## config.mk

```make
export PLATFORM = sky130hd
export DESIGN_NAME = uart_tx
export DESIGN_NICKNAME = d
export VERILOG_FILES = /design/src/rtl/uart_tx.sv
export SDC_FILE = /design/constraint.sdc
export NUM_CORES = 1
export LEC_CHECK = 0
export BUFFER_PORTS_ARGS = -buffer_cell sky130_fd_sc_hd__buf_4
export CORE_AREA = 2 2 56 45
export DETAILED_ROUTE_END_ITERATION = 8
export DIE_AREA = 0 0 58 47
export PLACE_DENSITY = 0.84
export REMOVE_ABC_BUFFERS = 1
export SLEW_MARGIN = 25
export SYNTH_ARGS = -nofsm -noshare
export SYNTH_HDL_FRONTEND = slang
export SYNTH_SLANG_ARGS = --single-unit
```

## constraint.sdc

```tcl
create_clock -name clock -period 3.4 [get_ports clock]
set_clock_uncertainty 0.1 [all_clocks]
set_input_delay 0.17 -clock clock [delete_from_list [all_inputs] [get_ports clock]]
set_output_delay 0.17 -clock clock [all_outputs]
set_load 0.01 [all_outputs]
```

## src/rtl/uart_tx.sv

```systemverilog
// UART transmitter: 1 start bit, NB_DATA data bits LSB-first, SB_TICK-tick stop period.
// Paced by a 16x oversampling baud tick; the serial line is registered and idles high.
module uart_tx #(
  parameter int unsigned NB_DATA = 8,
  parameter int unsigned SB_TICK = 16,
  parameter int unsigned N_TICK  = 16
) (
  input  logic               clock,
  input  logic               reset,
  input  logic               i_tick,
  input  logic               i_tx_start,
  input  logic [NB_DATA-1:0] i_data,
  output logic               o_tx,
  output logic               o_tx_done,
  output logic               o_busy
);

  localparam int unsigned MaxTick = (N_TICK > SB_TICK) ? N_TICK : SB_TICK;
  localparam int unsigned CntW    = (MaxTick > 1) ? $clog2(MaxTick) : 1;
  localparam int unsigned IdxW    = (NB_DATA > 1) ? $clog2(NB_DATA) : 1;

  localparam logic [CntW-1:0] BitLast  = CntW'(N_TICK - 1);
  localparam logic [CntW-1:0] StopLast = CntW'(SB_TICK - 1);
  localparam logic [IdxW-1:0] IdxLast  = IdxW'(NB_DATA - 1);

  typedef enum logic [1:0] {StIdle, StStart, StData, StStop} state_e;

  state_e             state_q, state_d;
  logic [CntW-1:0]    cnt_q, cnt_d;
  logic [IdxW-1:0]    idx_q, idx_d;
  logic [NB_DATA-1:0] shift_q, shift_d;
  logic               tx_q, tx_d;
  logic               done_q, done_d;

  always_ff @(posedge clock or negedge reset) begin
    if (!reset) begin
      state_q <= StIdle;
      cnt_q   <= '0;
      idx_q   <= '0;
      shift_q <= '0;
      tx_q    <= 1'b1;
      done_q  <= 1'b0;
    end else begin
      state_q <= state_d;
      cnt_q   <= cnt_d;
      idx_q   <= idx_d;
      shift_q <= shift_d;
      tx_q    <= tx_d;
      done_q  <= done_d;
    end
  end

  always_comb begin
    state_d = state_q;
    cnt_d   = cnt_q;
    idx_d   = idx_q;
    shift_d = shift_q;
    unique case (state_q)
      StIdle: begin
        // A tick coinciding with the request is deliberately not counted.
        if (i_tx_start) begin
          shift_d = i_data;
          cnt_d   = '0;
          idx_d   = '0;
          state_d = StStart;
        end
      end
      StStart: begin
        if (i_tick) begin
          if (cnt_q == BitLast) begin
            cnt_d   = '0;
            state_d = StData;
          end else begin
            cnt_d = cnt_q + CntW'(1);
          end
        end
      end
      StData: begin
        if (i_tick) begin
          if (cnt_q == BitLast) begin
            cnt_d   = '0;
            shift_d = shift_q >> 1;
            if (idx_q == IdxLast) begin
              state_d = StStop;
            end else begin
              idx_d = idx_q + IdxW'(1);
            end
          end else begin
            cnt_d = cnt_q + CntW'(1);
          end
        end
      end
      StStop: begin
        if (i_tick) begin
          if (cnt_q == StopLast) begin
            cnt_d   = '0;
            state_d = StIdle;
          end else begin
            cnt_d = cnt_q + CntW'(1);
          end
        end
      end
      default: state_d = StIdle;
    endcase
  end

  // Line level is registered from the current state, so it lags transitions by one clock.
  always_comb begin
    tx_d   = 1'b1;
    done_d = 1'b0;
    unique case (state_q)
      StIdle:  tx_d = 1'b1;
      StStart: tx_d = 1'b0;
      StData:  tx_d = shift_q[0];
      StStop: begin
        tx_d   = 1'b1;
        done_d = i_tick && (cnt_q == StopLast);
      end
      default: tx_d = 1'b1;
    endcase
  end

  assign o_tx      = tx_q;
  assign o_tx_done = done_q;
  assign o_busy    = (state_q != StIdle);

endmodule
```

Word-level counts from Yosys, hierarchy flattened
Cells that the tools add are included.
- word-level logic and storage cells: 57
- register bits after elaboration: 19
- bits of input ports: 12
- output and inout bits: 3
- multiplexer cells: 24
- add/subtract/negate cells: 2
- reduce and logical (&&, ||, !) cells: 10
- eq/ne operators: 15
- operator list (kind ; count):
    $mux W8 ; 3
    $ne A2 B2 Y1 const B ; 9
    $mux W2 ; 8
    $pmux W8 S2 ; 1
    $mux W3 ; 4
    $mux W4 ; 3
    $pmux W2 S4 ; 1
    $pmux W4 S2 ; 1
    $reduce_and A8 Y1 ; 1
    $pmux W3 S2 ; 1
    $reduce_and A5 Y1 ; 1
    $add A4 B1 Y4 const B ; 1
    $eq A2 B2 Y1 const B ; 2
    $eq A4 B4 Y1 const B ; 1
    $reduce_and A4 Y1 ; 1
    $reduce_bool A2 Y1 ; 2
    $add A3 B1 Y3 const B ; 1
    $eq A3 B3 Y1 const B ; 1
    $pmux W1 S3 ; 1
    $reduce_or A3 Y1 ; 1
    $eq A2 B1 Y1 const B ; 1
    $logic_not A2 Y1 ; 1
    $ne A2 B1 Y1 const B ; 1
    $reduce_and A2 Y1 ; 1
    other kinds (3) ; 3

Depth between registers and ports, before layout
Gate-level depths: netlist of run 1.
- depth after elaboration: 5
- depth in mapped cells: 8
- gate-level depth less buffers: 6

Worst setup path before layout of run 1
OpenSTA, ideal clock, no wires.
- kind: register to register
- from: register state_q[0]
- to: register state_q[1]
- setup time: 125 ps
- clock period less this slack: 2027 ps
- data arrival time: 1802 ps
- slack: 1373 ps
- stages on the path, launching flop included: 7
- data required time: 3175 ps
- path buffers: 1
- cell sequence: dfrtp_1 inv_1 ha_1 buf_6 o31a_1 a2111oi_4 mux2_4
- word-level cells in the longest chain between the ends: 3
- elaborated cells between the ends (all ways): 14
- those cells by class: eq/ne: 11; mux: 1; reduce/logical: 2
- ends and longest elaborated chain (item ; RTL line ; text):
    from (decl) ; 28 ; state_e state_q, state_d;
    from (signal assigned) ; 37 ; state_q <= StIdle;
    from (signal assigned) ; 44 ; state_q <= state_d;
    $eq A2 B2 Y1 (tied with other cells) ; 58 ; unique case (state_q)
    $ne A2 B2 Y1 (no line) ; - ;
    $reduce_and A8 Y1 (no line) ; - ;
Several ways; a longest one is shown, not always the timed one.
A chain may end at the register's enable or synchronous reset.

Final worst setup path of run 1
- from: register state_q[0]
- to: register idx_q[2]
- word-level cells in the longest chain between the ends: 3
- elaborated cells between the ends (all ways): 9
- those cells by class: eq/ne: 5; mux: 1; reduce/logical: 3
- ends and longest elaborated chain (item ; RTL line ; text):
    $eq A2 B2 Y1 or $logic_not A2 Y1 (tied branches) ; 58 ;
    $ne A2 B2 Y1 (no line) or $reduce_bool A2 Y1 (tied branches) ; - ;
    $reduce_and A5 Y1 (no line) ; - ;
    to (signal assigned) ; 46 ; idx_q <= idx_d;
    to (decl) ; 30 ; logic [IdxW-1:0] idx_q, idx_d;
Several ways; a longest one is shown, not always the timed one.

==> results of run 1 <==
[synthesized netlist by cell type]
cell       count
nor2_1        12
o21ai_1        6
nand3_2        1
nand3_1        5
dfrtp_1       18
ha_1          11
inv_2          1
a22o_1         2
dfstp_2        1
nand4_1        1
inv_1          4
a21oi_1        9
and2b_2        1
a2111oi_4      1
o21ai_0        2
nor2b_1        1
buf_6          1
buf_2          3
o31a_1         2
nand2b_1       5
or4_1          1
mux2_4         1
a211oi_1       1
o22ai_1        1
nand3b_1       1
mux2i_1        8
nand4b_1       2
nor3_1         1
o21a_1         1
nand2_1        7
[cells by family (layout without fill, tap and decap cells)]
logic type      count (synthesis)  after routing  synth area share (%)
compound gates                 25             25                  15.1
fa+ha+maj                      11             11                  12.3
buf+inv                         9             26                  4.02
flops                          19             19                  42.6
mux                             9              9                  8.49
simple gates                   38             38                  17.5
[metal layers]
metal  part of all wire, %  wire length, µm
met5                     0                0
met1                    48             1020
met3                   2.1               45
met2                    49             1030
met4                   1.3               27
[area by class of cell]
type                       count  area (µm²)
fill                         172         887
multi-input combinational     83         603
sequential                    19         477
timing repair buffer          17         133
tap                           25        31.3
clock buffer                   3        22.5
inverter                       5        18.8
clock inverter                 1        5.00
[tightest hold or removal path, stage by stage]
cell and delay (ns):
buf_4 0.13, nand2_1 0.08, nor2_1 0.04
[power by group through the flow]
stage	combinational, mW	sequential (mW)	clock, mW
6_report	0.596	0.434	0.119
4_1_cts	0.597	0.432	0.124
5_1_grt	0.667	0.450	0.132
2_1_floorplan	0.455	0.415	0
3_3_place_gp	0.562	0.426	0
3_5_place_dp	0.595	0.434	0
[per-stage QoR]
step	instances	instance area, µm²	worst slack [ns]	total power [mW]
global placement	147	1240	1.16	0.989
finish	153	1290	1.04	1.15
CTS	153	1290	1.02	1.15
floorplan	107	1090	0.551	0.870
detailed placement	147	1240	1.03	1.03
global route	153	1290	0.821	1.25
[flip-flops by register name, indices dropped and copies added (netlist names)]
register / flops
o_tx: 1
cnt_q: 4
state_q: 2
shift_q: 8
idx_q: 3
o_tx_done: 1
[how the worst min path moves through the flow]
stage                                   endpoint  slack, ns  depth (start not counted)
after global routing         o_tx_done$_DFF_PN0_       0.02                          3
final                        o_tx_done$_DFF_PN0_       0.03                          3
after CTS                    o_tx_done$_DFF_PN0_       0.01                          3
after floorplan             cnt_q[0]$_DFFE_PN0P_      -0.23                          0
after global placement      cnt_q[2]$_DFFE_PN0P_      -0.04                          1
after detailed placement  state_q[0]$_DFFE_PN0P_      -0.04                          1
==> qor.txt, run 1 <==
die area: 0.00273 mm²
# resized after CTS: 0
std cell rows: 15
global routing usage on met2: 30.9%
Worst-Skew Late Latency: 0.31 ns
drt first pass iters: 4
CP cell instances: inv_1 > ha_1 > nand4_1 > a211oi_2 > buf_4 > nand2b_1 > nand3_1
RSZ-0062 raised after global routing: no
Startpoint Class: register
Int Power: 662 µW
grt met1 use: 23.4%
Final GP Congestion: 0.844
pin count of the biggest net entering global routing: 21
Sw Ratio: 42.4%
gr busiest metal: met2
# IOs: 15
P&R area growth vs syn: 15.2%
Worst Hold Class: in -> reg
nets: 152
Total GRT Usage: 18.0%
number of DRC markers in iteration 0: 15
leakage power: 0.588 nW
chip width: 58 µm
fin util: 59.3%
Fin Hold WS: 0.0260 ns
Core Area: 0.00218 mm²
FF-to-FF Start: state_q[0]$_DFFE_PN0P_
n_diodes: 0
Root Driver: clkbuf_4
Max-Cap Viols: 0
endpoints failing setup: 0
Fin. Hold Viols: 0
GRT overflow: 0
Sum Neg Setup Slack: 0 ns
YS warnings: 0
crit path launch: state_q[0]$_DFFE_PN0P_
Peak Freq: 0.423 GHz
ANT nets after route: 0
Initial Util: 51.4%
class of the most critical setup path: reg -> reg
DR WL/cell: 13.9 µm
reg2reg path depth: 7
setup bufs post-CTS: 0
Syn Inst Count: 111
R2R Setup Slk: 1.04 ns
Worst path slowest cell: ha_1
CP max FO: 20
maximum VDD drop: 591 µV
H-Tree Depth: 1
via-per-instance ratio: 5.45
combinational share of power: 51.9%
first-pass GRT wire length: 3580 µm
Worst Hold Launch: i_tick
most common cell after layout, fill and taps aside: dfrtp_1
Synth top area share: 40.2%
Port Buffers: 14
CTS Hold Buffers Added: 2
commonest non-fill, non-tap cells in the layout: 18 x dfrtp_1, 15 x buf_4, 12 x nor2_1
worst setup path endpoint: idx_q[2]$_DFFE_PN0P_
Via Count: 834
leading post-synthesis cells by cell area: dfrtp_1 40%, ha_1 12%, mux2i_1 7.2%
initial antenna violation count: 0
relative slew slack: 50.5%
Critical Path Max Stage Delay: 0.66 ns
measured slew at the worst slew-check pin: 0.742 ns
shortest period the worst path allows: 2.36 ns
max-slew violations: 0
Vert. Die Dim: 47 µm
Yosys top cell by area: dfrtp_1
CTS Buf Count: 3
Clk network pwr share: 10.4%
DRT Wirelength: 2130 µm
switching power: 487 µW
met3 Usage GRT: 4.13%
clock slew at reported path FFs: 0.12 ns
number of clock sinks: 19
Worst EP arrival: 2.47 ns
Avg Cell Area, Syn: 10.1 µm²
status: complete, no violations
CP bufs+invs: 2
Power Dens Cells: 891 mW/mm²
fin crit share: 69.5%
Final HPWL DP: 1560 µm
flops & latches, synth: 19
vias in the first global route: 793
CP delay by family, top: adder cells
synthesized area: 0.00112 mm²
Required @ worst endpoint: 3.51 ns
Max Buffers Root-to-Sink: 2
Remaining DRCs: 0
capture point of the worst reg-to-reg path: idx_q[2]$_DFFE_PN0P_
Synth cell types: 30
Worst Setup End Kind: register
Seq pwr share: 37.7%
post-synthesis sequential area ratio: 42.6%
CP Depth: 7
CTS tree: yes
ratio of cells with drive above 1 in the final layout: 20.3%
(Power assumes the default switching activity.)
==> run 2, diff against run 1 <==
Clock period 3.4 ns to 2.4 ns, I/O delays scaled along.
==> run 2 against run 1 <==
Total power rose by 42%. Global-route usage rose by 0.17 points. Highest routed layer unchanged. Count of clock-buffer cells in the layout rose by 1.
==> qor.txt, run 2 (synthesized netlist as in run 1, its figures left out) <==
status: complete, no violations
Remaining DRCs: 0
clock slew at reported path FFs: 0.11 ns
Seq pwr share: 37.6%
ratio of cells with drive above 1 in the final layout: 20.0%
max FFs per register: 8
number of clock sinks: 19
RSZ-0062 raised after global routing: no
shortest period the worst path allows: 2.06 ns
pin count of the biggest net entering global routing: 21
fin crit share: 86.0%
post-route cell area: 0.00131 mm²
Final GP Congestion: 0.870
std cell rows: 15
Peak Freq: 0.484 GHz
Sw Ratio: 41.7%
first-pass GRT wire length: 3590 µm
CP max FO: 20
Required @ worst endpoint: 2.48 ns
CP bufs+invs: 3
CP cell instances: inv_1 > ha_1 > buf_4 > nand2b_1 > a211oi_2 > buf_4 > nand2b_1 > nand3_1
relative slew slack: 62.6%
CTS tree: yes
Total GRT Usage: 18.2%
Core Area: 0.00218 mm²
switching power: 680 µW
Top Registers: shift_q x8, cnt_q x4, idx_q x3
leakage power: 0.595 nW
Fin. Hold Viols: 0
Root Driver: clkbuf_4
Via Count: 828
combinational share of power: 52.6%
max-slew violations: 0
measured slew at the worst slew-check pin: 0.561 ns
# IOs: 15
setup bufs post-CTS: 0
Port Buffers: 14
vias in the first global route: 777
endpoints failing setup: 0
DR WL/cell: 13.5 µm
Startpoint Class: register
Fill cells: 194
fin util: 60.0%
Vert. Die Dim: 47 µm
number of DRC markers in iteration 0: 11
DRT Wirelength: 2090 µm
drt first pass iters: 4
Final HPWL DP: 1570 µm
nets: 154
Worst EP arrival: 2.15 ns
Worst Setup End Kind: register
Worst path slowest cell: dfrtp_1
GRT overflow: 0
Max-Cap Viols: 0
R2R Setup Slk: 0.34 ns
ANT nets after route: 0
die area: 0.00273 mm²
Fin Hold WS: 0.0268 ns
Post-DP Area: 0.00125 mm²
CP delay by family, top: buffers and inverters
Max Buffers Root-to-Sink: 2
most common cell after layout, fill and taps aside: dfrtp_1
maximum VDD drop: 722 µV
commonest non-fill, non-tap cells in the layout: 18 x dfrtp_1, 16 x buf_4, 12 x nor2_1
Largest Register: shift_q
n_diodes: 0
class of the most critical setup path: reg -> reg
Power Total: 1.63 mW
Worst Hold Class: in -> reg
via-per-instance ratio: 5.34
Clk network pwr share: 9.7%
P&R area growth vs syn: 16.6%
Critical Path Max Stage Delay: 0.44 ns
Int Power: 949 µW
CTS Buf Count: 3
chip width: 58 µm
initial antenna violation count: 0
Power Dens Cells: 1250 mW/mm²
Worst-Skew Late Latency: 0.29 ns
Initial Util: 51.4%
H-Tree Depth: 1
[run 2: worst register-to-register path, delay by kind of cell, from the launching register on]
family | cells | cell delay, ns
compound gates | 1 | 0.21
simple gates | 3 | 0.38
fa+ha+maj | 1 | 0.23
flops | 1 | 0.44
buf+inv | 3 | 0.59
[run 2: what timing repair did]
action,4_1_cts,5_1_grt
resized for setup,0,0
hold buffers,3,0
hold endpoints to repair,21,0
[run 2: path summary, 6_finish.rpt]
path | start | endpoint | depth (start not counted)
setup / recovery | state_q[0]$_DFFE_PN0P_ | idx_q[2]$_DFFE_PN0P_ | 8
hold / removal | i_data[4] | shift_q[4]$_DFFE_PN0P_ | 3
setup reg to reg | state_q[0]$_DFFE_PN0P_ | idx_q[2]$_DFFE_PN0P_ | 8
hold reg to reg | shift_q[0]$_DFFE_PN0P_ | o_tx$_DFF_PN1_ | 2
max in group asynchronous | reset | o_tx$_DFF_PN1_ | 2
min in group asynchronous | reset | shift_q[5]$_DFFE_PN0P_ | 2
[run 2: final cells by class]
type                            instances  area (µm²)  share of cell area, %
Tap cell                               25        31.3                   2.39
Clock buffer                            4        26.3                   2.01
Multi-Input combinational cell         83         603                   46.2
Sequential cell                        19         477                   36.5
Timing Repair Buffer                   19         150                   11.5
Inverter                                5        18.8                   1.44
[run 2: stage by stage]
| stage | setup slack [ns] | instances | TNS (ns) |
|---|---|---|---|
| after global routing | 0.184 | 155 | 0 |
| after global placement | 0.451 | 148 | 0 |
| after CTS | 0.331 | 155 | 0 |
| after detailed placement | 0.342 | 148 | 0 |
| final | 0.336 | 155 | 0 |
| after floorplan | -0.449 | 107 | -3.75 |
[run 2: power groups by stage]
stage,Combinational [mW],Sequential (mW),Clock (mW)
floorplan,0.645,0.587,0
global placement,0.805,0.604,0
detailed placement,0.851,0.621,0
CTS,0.862,0.613,0.167
global route,0.969,0.635,0.185
finish,0.857,0.613,0.158
[run 2: metal layers]
layer	routed length (µm)	track usage, %	share of wire, %
met1	1000	23.2	48
met2	1000	30.2	48
met3	46	4.41	2.2
met4	42	8.37	2.0
met5	0	0	0
==> run 3, diff against run 2 <==
Settings changed: CTS_BUF_LIST set to sky130_fd_sc_hd__clkbuf_4.
==> run 3 against run 2 <==
Count of clock-buffer cells in the layout stayed put. Register-to-register slack hardly changed. Cell area is 0.29% higher. Global-route usage is 0.061 points higher. Sequential power hardly changed. Sequential cell count stayed put. Core utilization is 0.17 points higher. Critical path depth is 3 lower. Critical path type unchanged. Critical endpoint is now state_q[1]$_DFFE_PN0P_.
==> qor.txt, run 3 (synthesized netlist as in run 1, its figures left out) <==
WL met3: 48 µm
number of DRC markers in iteration 0: 11
fin crit share: 86.0%
max-slew violations: 0
DRT met1 WL: 992 µm
RSZ-0062 raised after global routing: no
ANT nets after route: 0
n_diodes: 0
Vert. Die Dim: 47 µm
max layer used: met4
std cell rows: 15
DR WL/cell: 13.5 µm
FF-to-FF Start: state_q[0]$_DFFE_PN0P_
Fill cells: 194
CTS Buf Count: 3
endpoints failing setup: 0
via-per-instance ratio: 5.34
vias in the first global route: 775
status: complete, no violations
CP max FO: 5
commonest non-fill, non-tap cells in the layout: 18 x dfrtp_1, 16 x buf_4, 12 x nor2_1
pin count of the biggest net entering global routing: 21
H-Tree Depth: 1
leakage power: 0.598 nW
Sum Neg Setup Slack: 0 ns
class of the most critical setup path: reg -> reg
ratio of cells with drive above 1 in the final layout: 20.8%
Fin. Hold Viols: 0
first-pass GRT wire length: 3590 µm
GRT overflow: 0
Post-DP Area: 0.00125 mm²
Top Registers: shift_q x8, cnt_q x4, idx_q x3
Root Driver: clkbuf_4
Max-Cap Viols: 0
Total GRT Usage: 18.3%
Peak Freq: 0.484 GHz
P&R area growth vs syn: 17.0%
Power Total: 1.64 mW
crit path launch: state_q[0]$_DFFE_PN0P_
number of clock sinks: 19
most common cell after layout, fill and taps aside: dfrtp_1
nets: 154
Via Count: 828
clock slew at reported path FFs: 0.11 ns
shortest period the worst path allows: 2.07 ns
Worst-Skew Late Latency: 0.29 ns
Port Buffers: 14
setup bufs post-CTS: 0
Required @ worst endpoint: 2.48 ns
chip width: 58 µm
drt first pass iters: 4
Power Dens Cells: 1250 mW/mm²
Worst Hold Class: in -> reg
maximum VDD drop: 723 µV
Layout Cells excl Fill: 155
Startpoint Class: register
Largest Register: shift_q
DRT Wirelength: 2090 µm
FF+latch area: 477 µm²
Remaining DRCs: 0
relative slew slack: 62.6%
Worst Setup End Kind: register
post-route cell area: 0.00131 mm²
initial antenna violation count: 0
Worst EP arrival: 2.14 ns
# IOs: 15
CTS tree: yes
die area: 0.00273 mm²
Final HPWL DP: 1570 µm
measured slew at the worst slew-check pin: 0.561 ns
Final GP Congestion: 0.870
Initial Util: 51.4%
placed insts: 148
max FFs per register: 8
Worst Hold Launch: i_data[4]
met2 routed WL: 1000 µm
Max Buffers Root-to-Sink: 2
multi-input logic area: 603 µm²
Core Area: 0.00218 mm²
-- run 3: cell counts in the layout (fill, tap and decap cells not counted) --
Identical to the previous run, type by type.
-- run 3: path summary, 6_finish.rpt --
| check | to | slack [ns] | depth (start not counted) |
|---|---|---|---|
| worst max-delay path | state_q[1]$_DFFE_PN0P_ | 0.33 | 5 |
| worst min-delay path | shift_q[4]$_DFFE_PN0P_ | 0.03 | 3 |
| worst max register to register | state_q[1]$_DFFE_PN0P_ | 0.33 | 5 |
| worst min register to register | o_tx$_DFF_PN1_ | 0.42 | 2 |
| max in group asynchronous | o_tx$_DFF_PN1_ | 1.80 | 2 |
| min in group asynchronous | shift_q[5]$_DFFE_PN0P_ | 0.13 | 2 |
-- run 3: worst max-delay path, stage by stage, from the launching register on --
cell	delay, ns
dfrtp_1	0.44
inv_1	0.13
ha_1	0.23
o31a_1	0.33
a2111oi_4	0.38
mux2_4	0.33
-- run 3: metal layers --
metal,up-vias,track usage (%)
li1,425,-
met1,389,23.4
met2,10,30.2
met4,0,8.37
met3,4,4.41
met5,-,0
-- run 3: what timing repair did --
item / 4_1_cts / 5_1_grt
endpoints found under the hold margin: 21 / 0
hold buffers: 3 / 0
resized for setup: 0 / 0
-- run 3: power by group --
part           internal (mW)  total, mW  switching [mW]
Clock                 0.0759      0.169          0.0932
Combinational          0.406      0.856           0.450
Sequential             0.479      0.613           0.135
-- run 3: area by class of cell --
type / count / area share, %
inverters: 5 / 1.43
clock buffers: 4 / 2.29
multi-input cells: 83 / 46.0
repair buffers: 19 / 11.5
well taps: 25 / 2.39
flip-flops and latches: 19 / 36.4
-- run 3: stage by stage --
stage / hold WS (ns) / utilization (%) / worst slack, ns
floorplan: -0.276 / - / -0.449
global placement: -0.0957 / 57.4 / 0.451
detailed placement: -0.0918 / 57.4 / 0.342
CTS: 0.0169 / 60.2 / 0.331
global route: 0.0257 / 60.2 / 0.181
finish: 0.0273 / 60.2 / 0.335
